## src/rtl/spi_reg_ctrl_if.sv

```systemverilog
// Bus between the SPI byte slave / display path and the register controller.
// The controller takes the slave modport; the environment driving frames takes master.
interface spi_reg_ctrl_if;
    logic        cs_n;
    logic        rx_valid;
    logic [7:0]  rx_byte;
    logic [7:0]  tx_byte;
    logic        tx_load;
    logic [15:0] display_value;
    logic        display_en;
    logic [7:0]  err_count;

    modport slave (
        input  cs_n, rx_valid, rx_byte,
        output tx_byte, tx_load, display_value, display_en, err_count
    );

    modport master (
        output cs_n, rx_valid, rx_byte,
        input  tx_byte, tx_load, display_value, display_en, err_count
    );
endinterface

```

## src/rtl/spi_reg_ctrl.sv

```systemverilog
// SPI frame parser and four-entry register file feeding the seven-segment display.
// Frames are cmd+data (write) or cmd+dummy (read); bad or aborted frames bump err_count.
module spi_reg_ctrl (
    input  logic            clk,
    input  logic            rst,
    spi_reg_ctrl_if.slave   bus
);
    typedef enum logic [2:0] {
        ST_IDLE  = 3'd0,
        ST_CMD   = 3'd1,
        ST_WDATA = 3'd2,
        ST_RDATA = 3'd3,
        ST_DONE  = 3'd4
    } state_t;

    localparam logic [7:0] ID_VALUE = 8'hA5;

    state_t      state_r, state_s;
    logic        cs_n_prev_r;
    logic [1:0]  addr_r, addr_s;
    logic [7:0]  disp_lo_r, disp_hi_r;
    logic        ctrl_en_r;
    logic [7:0]  tx_byte_r, tx_byte_s;
    logic        tx_load_r, tx_load_s;
    logic [7:0]  err_r;
    logic        err_inc_s;
    logic        wr_en_s;
    logic        cmd_ok_s;

    function automatic logic [7:0] reg_read(input logic [1:0] addr, input logic [7:0] lo,
                                            input logic [7:0] hi, input logic en);
        logic [7:0] val;
        case (addr)
            2'd0:    val = lo;
            2'd1:    val = hi;
            2'd2:    val = {7'd0, en};
            2'd3:    val = ID_VALUE;
            default: val = 8'h00;
        endcase
        return val;
    endfunction

    // Next-state, readback and write/error strobes for the frame parser.
    always_comb begin
        state_s   = state_r;
        addr_s    = addr_r;
        tx_byte_s = tx_byte_r;
        tx_load_s = 1'b0;
        err_inc_s = 1'b0;
        wr_en_s   = 1'b0;
        cmd_ok_s  = (bus.rx_byte[6:2] == 5'd0);
        case (state_r)
            // Only a fresh falling edge of cs_n opens a frame, so a frame cut by reset is skipped.
            ST_IDLE: begin
                if (!bus.cs_n && cs_n_prev_r) begin
                    state_s = ST_CMD;
                end else begin
                    state_s = ST_IDLE;
                end
            end
            ST_CMD: begin
                if (bus.rx_valid) begin
                    if (!cmd_ok_s) begin
                        err_inc_s = 1'b1;
                        state_s   = ST_DONE;
                    end else if (bus.rx_byte[7]) begin
                        addr_s  = bus.rx_byte[1:0];
                        state_s = ST_WDATA;
                    end else begin
                        tx_byte_s = reg_read(bus.rx_byte[1:0], disp_lo_r, disp_hi_r, ctrl_en_r);
                        tx_load_s = 1'b1;
                        state_s   = ST_RDATA;
                    end
                end else begin
                    state_s = ST_CMD;
                end
            end
            ST_WDATA: begin
                if (bus.rx_valid) begin
                    if (addr_r == 2'd3) begin
                        err_inc_s = 1'b1;
                    end else begin
                        wr_en_s = 1'b1;
                    end
                    state_s = ST_DONE;
                end else if (bus.cs_n) begin
                    err_inc_s = 1'b1;
                end else begin
                    state_s = ST_WDATA;
                end
            end
            ST_RDATA: begin
                if (bus.rx_valid || bus.cs_n) begin
                    tx_byte_s = 8'h00;
                    tx_load_s = ~tx_load_r;
                    state_s   = ST_DONE;
                end else begin
                    state_s = ST_RDATA;
                end
            end
            ST_DONE: begin
                state_s = ST_DONE;
            end
            default: begin
                state_s = ST_IDLE;
            end
        endcase
        if (bus.cs_n && (state_r != ST_IDLE)) begin
            state_s = ST_IDLE;
        end else begin
            state_s = state_s;
        end
    end

    // State, register file, readback and saturating error counter.
    always_ff @(posedge clk) begin
        if (rst) begin
            state_r     <= ST_IDLE;
            cs_n_prev_r <= 1'b0;
            addr_r      <= 2'd0;
            disp_lo_r   <= 8'h00;
            disp_hi_r   <= 8'h00;
            ctrl_en_r   <= 1'b1;
            tx_byte_r   <= 8'h00;
            tx_load_r   <= 1'b0;
            err_r       <= 8'h00;
        end else begin
            state_r     <= state_s;
            cs_n_prev_r <= bus.cs_n;
            addr_r      <= addr_s;
            tx_byte_r   <= tx_byte_s;
            tx_load_r   <= tx_load_s;
            if (err_inc_s && (err_r != 8'hFF)) begin
                err_r <= err_r + 8'd1;
            end
            if (wr_en_s) begin
                case (addr_r)
                    2'd0:    disp_lo_r <= bus.rx_byte;
                    2'd1:    disp_hi_r <= bus.rx_byte;
                    2'd2:    ctrl_en_r <= bus.rx_byte[0];
                    default: ctrl_en_r <= ctrl_en_r;
                endcase
            end
        end
    end

    assign bus.tx_byte       = tx_byte_r;
    assign bus.tx_load       = tx_load_r;
    assign bus.display_value = {disp_hi_r, disp_lo_r};
    assign bus.display_en    = ctrl_en_r;
    assign bus.err_count     = err_r;
endmodule

```

## src/flat_wrapper.sv

```systemverilog
// flat-port wrapper written by rule: the top's interface ports become plain ports
module spi_reg_ctrl_flat 
  (clk, rst, bus_cs_n, bus_rx_valid, bus_rx_byte, bus_tx_byte, bus_tx_load, bus_display_value, bus_display_en, bus_err_count);
  spi_reg_ctrl_if bus_i ();
  input  logic clk;
  input  logic rst;
  input wire logic [$bits(bus_i.cs_n)-1:0] bus_cs_n;
  input wire logic [$bits(bus_i.rx_valid)-1:0] bus_rx_valid;
  input wire logic [$bits(bus_i.rx_byte)-1:0] bus_rx_byte;
  output wire logic [$bits(bus_i.tx_byte)-1:0] bus_tx_byte;
  output wire logic [$bits(bus_i.tx_load)-1:0] bus_tx_load;
  output wire logic [$bits(bus_i.display_value)-1:0] bus_display_value;
  output wire logic [$bits(bus_i.display_en)-1:0] bus_display_en;
  output wire logic [$bits(bus_i.err_count)-1:0] bus_err_count;
  assign bus_i.cs_n = bus_cs_n;
  assign bus_i.rx_valid = bus_rx_valid;
  assign bus_i.rx_byte = bus_rx_byte;
  assign bus_tx_byte = bus_i.tx_byte;
  assign bus_tx_load = bus_i.tx_load;
  assign bus_display_value = bus_i.display_value;
  assign bus_display_en = bus_i.display_en;
  assign bus_err_count = bus_i.err_count;
  spi_reg_ctrl u_core (.clk(clk), .rst(rst), .bus(bus_i));
endmodule
```

## config.mk

```make
export PLATFORM = sky130hd
export DESIGN_NAME = spi_reg_ctrl_flat
export DESIGN_NICKNAME = d
export VERILOG_FILES = /design/src/rtl/spi_reg_ctrl_if.sv /design/src/rtl/spi_reg_ctrl.sv /design/src/flat_wrapper.sv
export SDC_FILE = /design/constraint.sdc
export NUM_CORES = 1
export LEC_CHECK = 0
export BUFFER_PORTS_ARGS = -buffer_cell sky130_fd_sc_hd__buf_4
export CORE_MARGIN = 2
export CORE_UTILIZATION = 51
export CTS_CLUSTER_SIZE = 14
export DETAILED_ROUTE_END_ITERATION = 8
export PLACE_DENSITY = 0.87
export SYNTH_ARGS = -nofsm -noshare
export SYNTH_HDL_FRONTEND = slang
export SYNTH_SLANG_ARGS = --single-unit
```

## constraint.sdc

```tcl
create_clock -name clk -period 3.1 [get_ports clk]
set_clock_uncertainty 0.2 [all_clocks]
set_input_delay 0.31 -clock clk [delete_from_list [all_inputs] [get_ports clk]]
set_output_delay 0.31 -clock clk [all_outputs]
set_load 0.05 [all_outputs]
```

==> flow_summary.ini, run 1 <==
[yosys]
syn_area_per_cell_um2 = 9.31
synth-seq-cells = 40
synthCells = 189
synth_area_um2 = 1760
synth_xor_area_frac = 0.00498
synth_edf_count = 0
synth_seq_area_share = 0.455
synth_top_family_by_area = simple AND/OR/NAND/NOR gates
synth_simple_gate_area_frac = 0.231
synth_top_cell_by_area = dfxtp_1
synth_top_cells_by_area = dfxtp_1 (45%), mux2i_1 (13%), nor2_1 (6.4%)
yosys_warnings = 0
syn-num-nets = 202
synthAdderAreaFrac = 0.00711
synth-compound-area-share = 0.137
synthFlopType = dfxtp_1
synth_top_area_frac = 0.455
ys_types = 39
muxShareOfSynthArea = 0.137
async_flop_share = 0

[cells_and_area]
nets = 246
post_route_cells_drive_above_1_share = 0.270
areaGrowthSynthToFinish_pct = 25.2
final_common_cell = buf_4
finalNonFillerCells = 279
utilization = 0.661
final_cell_mix = buf_4 (47), dfxtp_1 (40), nor2_1 (30)
antenna_cells = 0

[route]
dr.pass1.iters = 4
wirelength_mm = 3.89
antenna_left = 0
drcViolationCount = 0
drtIter0Drc = 50
vias_per_cell = 5.48
routedWlPerCell_um = 13.9
vias = 1529

[die]
core_um2 = 3340
die_width_um = 62.8
start_util = 0.528
rows = 21
die-area_um2 = 3940
die_y_um = 62.8
io_pins = 46

[grt]
grt_start_max_net_pins = 35
grt_pass1_wl_mm = 6.52
grt.overflow.total = 0
first_global_vias = 1459
grt_usage = 0.209
antenna_found_initial = 0

[power]
vdd_drop_max_v = 0.000299
power_density_nw_per_um2 = 389
p_leak_nw = 0.950
power_w = 0.000857

[sta]
rsz0062_at_grt = no
relSlewSlack = 0.647
final_max_slew_viol_count = 0
min_period_ns = 2.31
fin_setup_tns_ns = 0
worst_slack_ns = 0.788
fmax_mhz = 433
worst_slew_pin_slew_ns = 0.528
final_hold_viol_count = 0
timing.final.crit_share = 0.746
setup_viol = 0

[worst_setup_path]
worst_setup_path_start_kind = primary input
path_delay_family = simple AND/OR/NAND/NOR gates
cp.arrival_ns = 2.41
setup.worst_path.class = primary input to flop
path_buf_inv = 1
crit_path_max_incr_delay_ns = 0.55
cp_max_fo = 5
path_common_cell = or4_4
worstPathCellList = buf_4 -> or4_4 -> or4_4 -> or3b_4 -> or3_4 -> o2bb2ai_1
worstPathRequired_ns = 3.19
cp_slowest_cell = or4_4
worst_setup_path_end_kind = flop

[clocking]
ctsHtreeMaxLevel = 2
ctsRootBufferMaster = clkbuf_4
clk_path_buf_depth = 2
cts_buffers = 5
clk_pin_slew_ns = 0.11
cts_tree = done
cts_sinks = 40
clk_latency_ns = 0.35

[min_path]
hp-class = primary input to flop

[placement]
hpwl_mm = 2.76
globalplace.congestion = 0.791
place_ws_ns = 0.411
dpl.cell_count = 271
io_buffer_count = 45

[job]
maxCapViolCount = 0

[status]
status = completed
-- through the flow --
step	area [um^2]	hold WS, ns
3_5_place_dp	2130	0.252
4_1_cts	2200	0.00484
6_report	2200	0.0142
2_1_floorplan	1760	0.189
5_1_grt	2200	0.00741
3_3_place_gp	2130	0.257
-- sequential cells by signal (all words and copies together) (netlist names) --
register,count
u_core.bus.tx_load,1
u_core.addr_r,2
u_core.state_r,3
u_core.cs_n_prev_r,1
u_core.bus.tx_byte,8
u_core.disp_lo_r,8
u_core.bus.display_en,1
u_core.bus.err_count,8
u_core.disp_hi_r,8
-- cells in the mapped netlist (all sizes together) (4+ instances only) --
master   instances
a21oi           10
clkbuf          11
dfxtp           40
mux2i           23
nand2            6
nand3            4
nor2            30
nor2b            5
nor3             4
o21ai            6
o22ai            4
o2bb2ai          8
or3              7
-- routing by layer --
metal  up-vias  share of wire  global-route usage
li1        774              -                   -
met1       707           0.46               0.260
met2        38           0.47               0.336
met3        10          0.053              0.0523
met4         0          0.023               0.103
met5         -              0                   0
-- final cells by class --
type	count	area, um^2
Fill cell	288	1130
Inverter	2	7.51
Sequential cell	40	801
Clock buffer	7	65.1
Tap cell	46	57.6
Multi-Input combinational cell	136	911
Timing Repair Buffer	48	363
-- final timing paths --
| kind | end | from | slack, ns | cells past startpoint |
|---|---|---|---|---|
| worst min register to register | u_core.bus.tx_byte[3] | u_core.bus.tx_byte[3] | 0.28 | 1 |
| worst max-delay path | u_core.bus.tx_byte[3] | bus_rx_byte[3] | 0.79 | 6 |
| worst min-delay path | u_core.disp_lo_r[3] | bus_rx_byte[3] | 0.01 | 3 |
| worst max register to register | u_core.bus.tx_byte[3] | u_core.state_r[0] | 0.83 | 5 |
-- logic make-up (layout without fill, tap and decap cells) --
| logic type | Yosys count | in the layout |
|---|---|---|
| xor gates and xnor gates | 1 | 1 |
| DFF | 40 | 40 |
| muxes | 24 | 24 |
| and+or+nand+nor | 74 | 74 |
| buffers and inverters | 13 | 57 |
| AOI/OAI and AO/OA | 36 | 36 |
| adders and majority gates | 1 | 1 |
-- timing repair --
item                                   in CTS  in global routing
endpoints found under the hold margin       2                  0
setup endpoints to repair                   0                  0
resized for setup                           0                  0
setup buffers                               0                  0
hold buffers                                1                  0
-- report_power, final --
part           internal [W]  switching [W]
clock network      0.000129       0.000161
registers          0.000515     0.00000253
logic             0.0000205      0.0000297
total              0.000664       0.000193
-- worst register-to-register path: cells and delay by family, from the launching register on --
kind / cells / cell delay (ns)
and+or+nand+nor: 4 / 1.34
DFF: 1 / 0.54
AOI/OAI and AO/OA: 1 / 0.14
Note: power is estimated with default switching activity, not from simulation.
==> run 2, diff against run 1 <==
Settings changed: CORE_UTILIZATION 51 to 46, PLACE_DENSITY 0.87 to 0.84.
Clock period 3.1 ns to 2.1 ns, I/O delays scaled along.
==> run 2 against run 1 <==
Critical path depth unchanged. Die area up 10%. Cell count up 6.8%. Clock-buffer cell count down 2. Global-route usage up 2.3 points. Combinational power up 94%. Non-clock buffer count up 16. First-iteration DRC count up 42%. Critical path type unchanged. Core utilization up 0.17 points. Routed wire length up 19%. The flow now finishes with violations (negative setup slack).
==> flow_summary.ini, run 2 (synthesized netlist as in run 1, its figures left out) <==
[cells_and_area]
post_route_cells_drive_above_1_share = 0.320
nets = 262
final_common_cell = buf_4
antenna_cells = 0
areaGrowthSynthToFinish_pct = 37.7
final_cell_mix = buf_4 (57), dfxtp_1 (40), nor2_1 (29)

[placement]
globalplace.congestion = 0.820
hpwl_mm = 3.06
io_buffer_count = 45
place_ws_ns = -0.454

[route]
routedWlPerCell_um = 15.5
wirelength_mm = 4.61
drcViolationCount = 0
drtIter0Drc = 71
vias = 1657
dr.pass1.iters = 4
vias_per_cell = 5.56
antenna_left = 0

[sta]
final_max_slew_viol_count = 0
min_period_ns = 2.23
setup_viol = 4
worst_slack_ns = -0.126
fin_setup_tns_ns = -0.473
worst_slew_pin_slew_ns = 0.631
rsz0062_at_grt = yes
fmax_mhz = 449
timing.final.crit_share = 1.06
final_hold_viol_count = 0
holdWs_ns = 0.00975
relSlewSlack = 0.578

[worst_setup_path]
path_common_cell = or4_4
cp_max_fo = 4
cp.arrival_ns = 2.26
path_delay_family = simple AND/OR/NAND/NOR gates
setup.worst_path.class = primary input to flop
cp_slowest_cell = or4_4
crit_path_max_incr_delay_ns = 0.53
worst_setup_path_start_kind = primary input
worstPathCellList = buf_6 -> or4_4 -> or4_4 -> or3b_4 -> or3_4 -> o2bb2ai_2
worst_setup_path_end_kind = flop
worstPathRequired_ns = 2.13
path_buf_inv = 1

[grt]
antenna_found_initial = 0
first_global_vias = 1546
grt.overflow.total = 0
grt_usage = 0.232
grt_pass1_wl_mm = 7.60
grt_start_max_net_pins = 20

[clocking]
cts_tree = done
ctsHtreeMaxLevel = 2
ctsRootBufferMaster = clkbuf_8
clk_path_buf_depth = 2
clk_latency_ns = 0.30
clk_pin_slew_ns = 0.08
cts_sinks = 40
cts_buffers = 5

[min_path]
hp-class = primary input to flop

[die]
core_um2 = 3660
die_y_um = 65.9
die_width_um = 65.9
io_pins = 46
start_util = 0.481
rows = 22
die-area_um2 = 4340

[power]
vdd_drop_max_v = 0.000477
power_density_nw_per_um2 = 620
p_leak_nw = 1.05
power_w = 0.00150

[status]
status = complete, but fails checks
violations = negative setup slack

[job]
maxCapViolCount = 0
-- run 2: cell count changes in the layout (fill, tap and decap cells not counted), sizes merged --
| cell | change |
|---|---|
| dlygate4sd3 | +4 |
| clkinvlp | +1 |
| clkbuf | -2 |
| buf | +12 |
| bufinv | +1 |
| inv | +1 |
-- run 2: worst paths after layout --
| path | startpoint | endpoint | slack [ns] | depth (start not counted) |
|---|---|---|---|---|
| setup reg to reg | u_core.state_r[2] | u_core.bus.tx_byte[6] | -0.08 | 5 |
| hold reg to reg | u_core.bus.tx_byte[7] | u_core.bus.tx_byte[7] | 0.28 | 1 |
| hold / removal | rst | u_core.disp_lo_r[0] | 0.01 | 2 |
| setup / recovery | bus_rx_byte[3] | u_core.bus.tx_byte[6] | -0.13 | 6 |
-- run 2: layout make-up --
type                    count  area [um^2]
clock buffers               5         68.8
well taps                  48         60.1
inverters                   2         7.51
fillers                   300         1240
flip-flops and latches     40          801
multi-input cells         136          941
clock inverters             3         46.3
repair buffers             64          500
-- run 2: routing by layer --
metal,vias to the layer above,track usage,part of all wire
li1,802,-,-
met1,792,0.298,0.43
met2,56,0.386,0.50
met3,7,0.0409,0.059
met4,0,0.0859,0.014
met5,-,0,0
-- run 2: where the power goes --
part           switching, W  total (W)  internal, W  leakage [nW]
logic             0.0000525  0.0000976    0.0000451         0.673
registers        0.00000232   0.000763     0.000760         0.322
clock network      0.000286   0.000644     0.000358        0.0548
total              0.000341    0.00150      0.00116          1.05
-- run 2: per-stage QoR --
step | util | instances | instance area, um^2
3_5_place_dp | 0.605 | 284 | 2210
4_1_cts | 0.658 | 298 | 2410
3_3_place_gp | 0.605 | 284 | 2210
5_1_grt | 0.662 | 298 | 2420
2_1_floorplan | - | 189 | 1760
6_report | 0.662 | 298 | 2420
-- run 2: what timing repair did --
item,4_1_cts,5_1_grt
endpoints found under the setup margin,4,8
endpoints found under the hold margin,7,0
pin swaps,0,0
buffers inserted,1,0
hold buffers,5,0
gates resized for setup,4,3
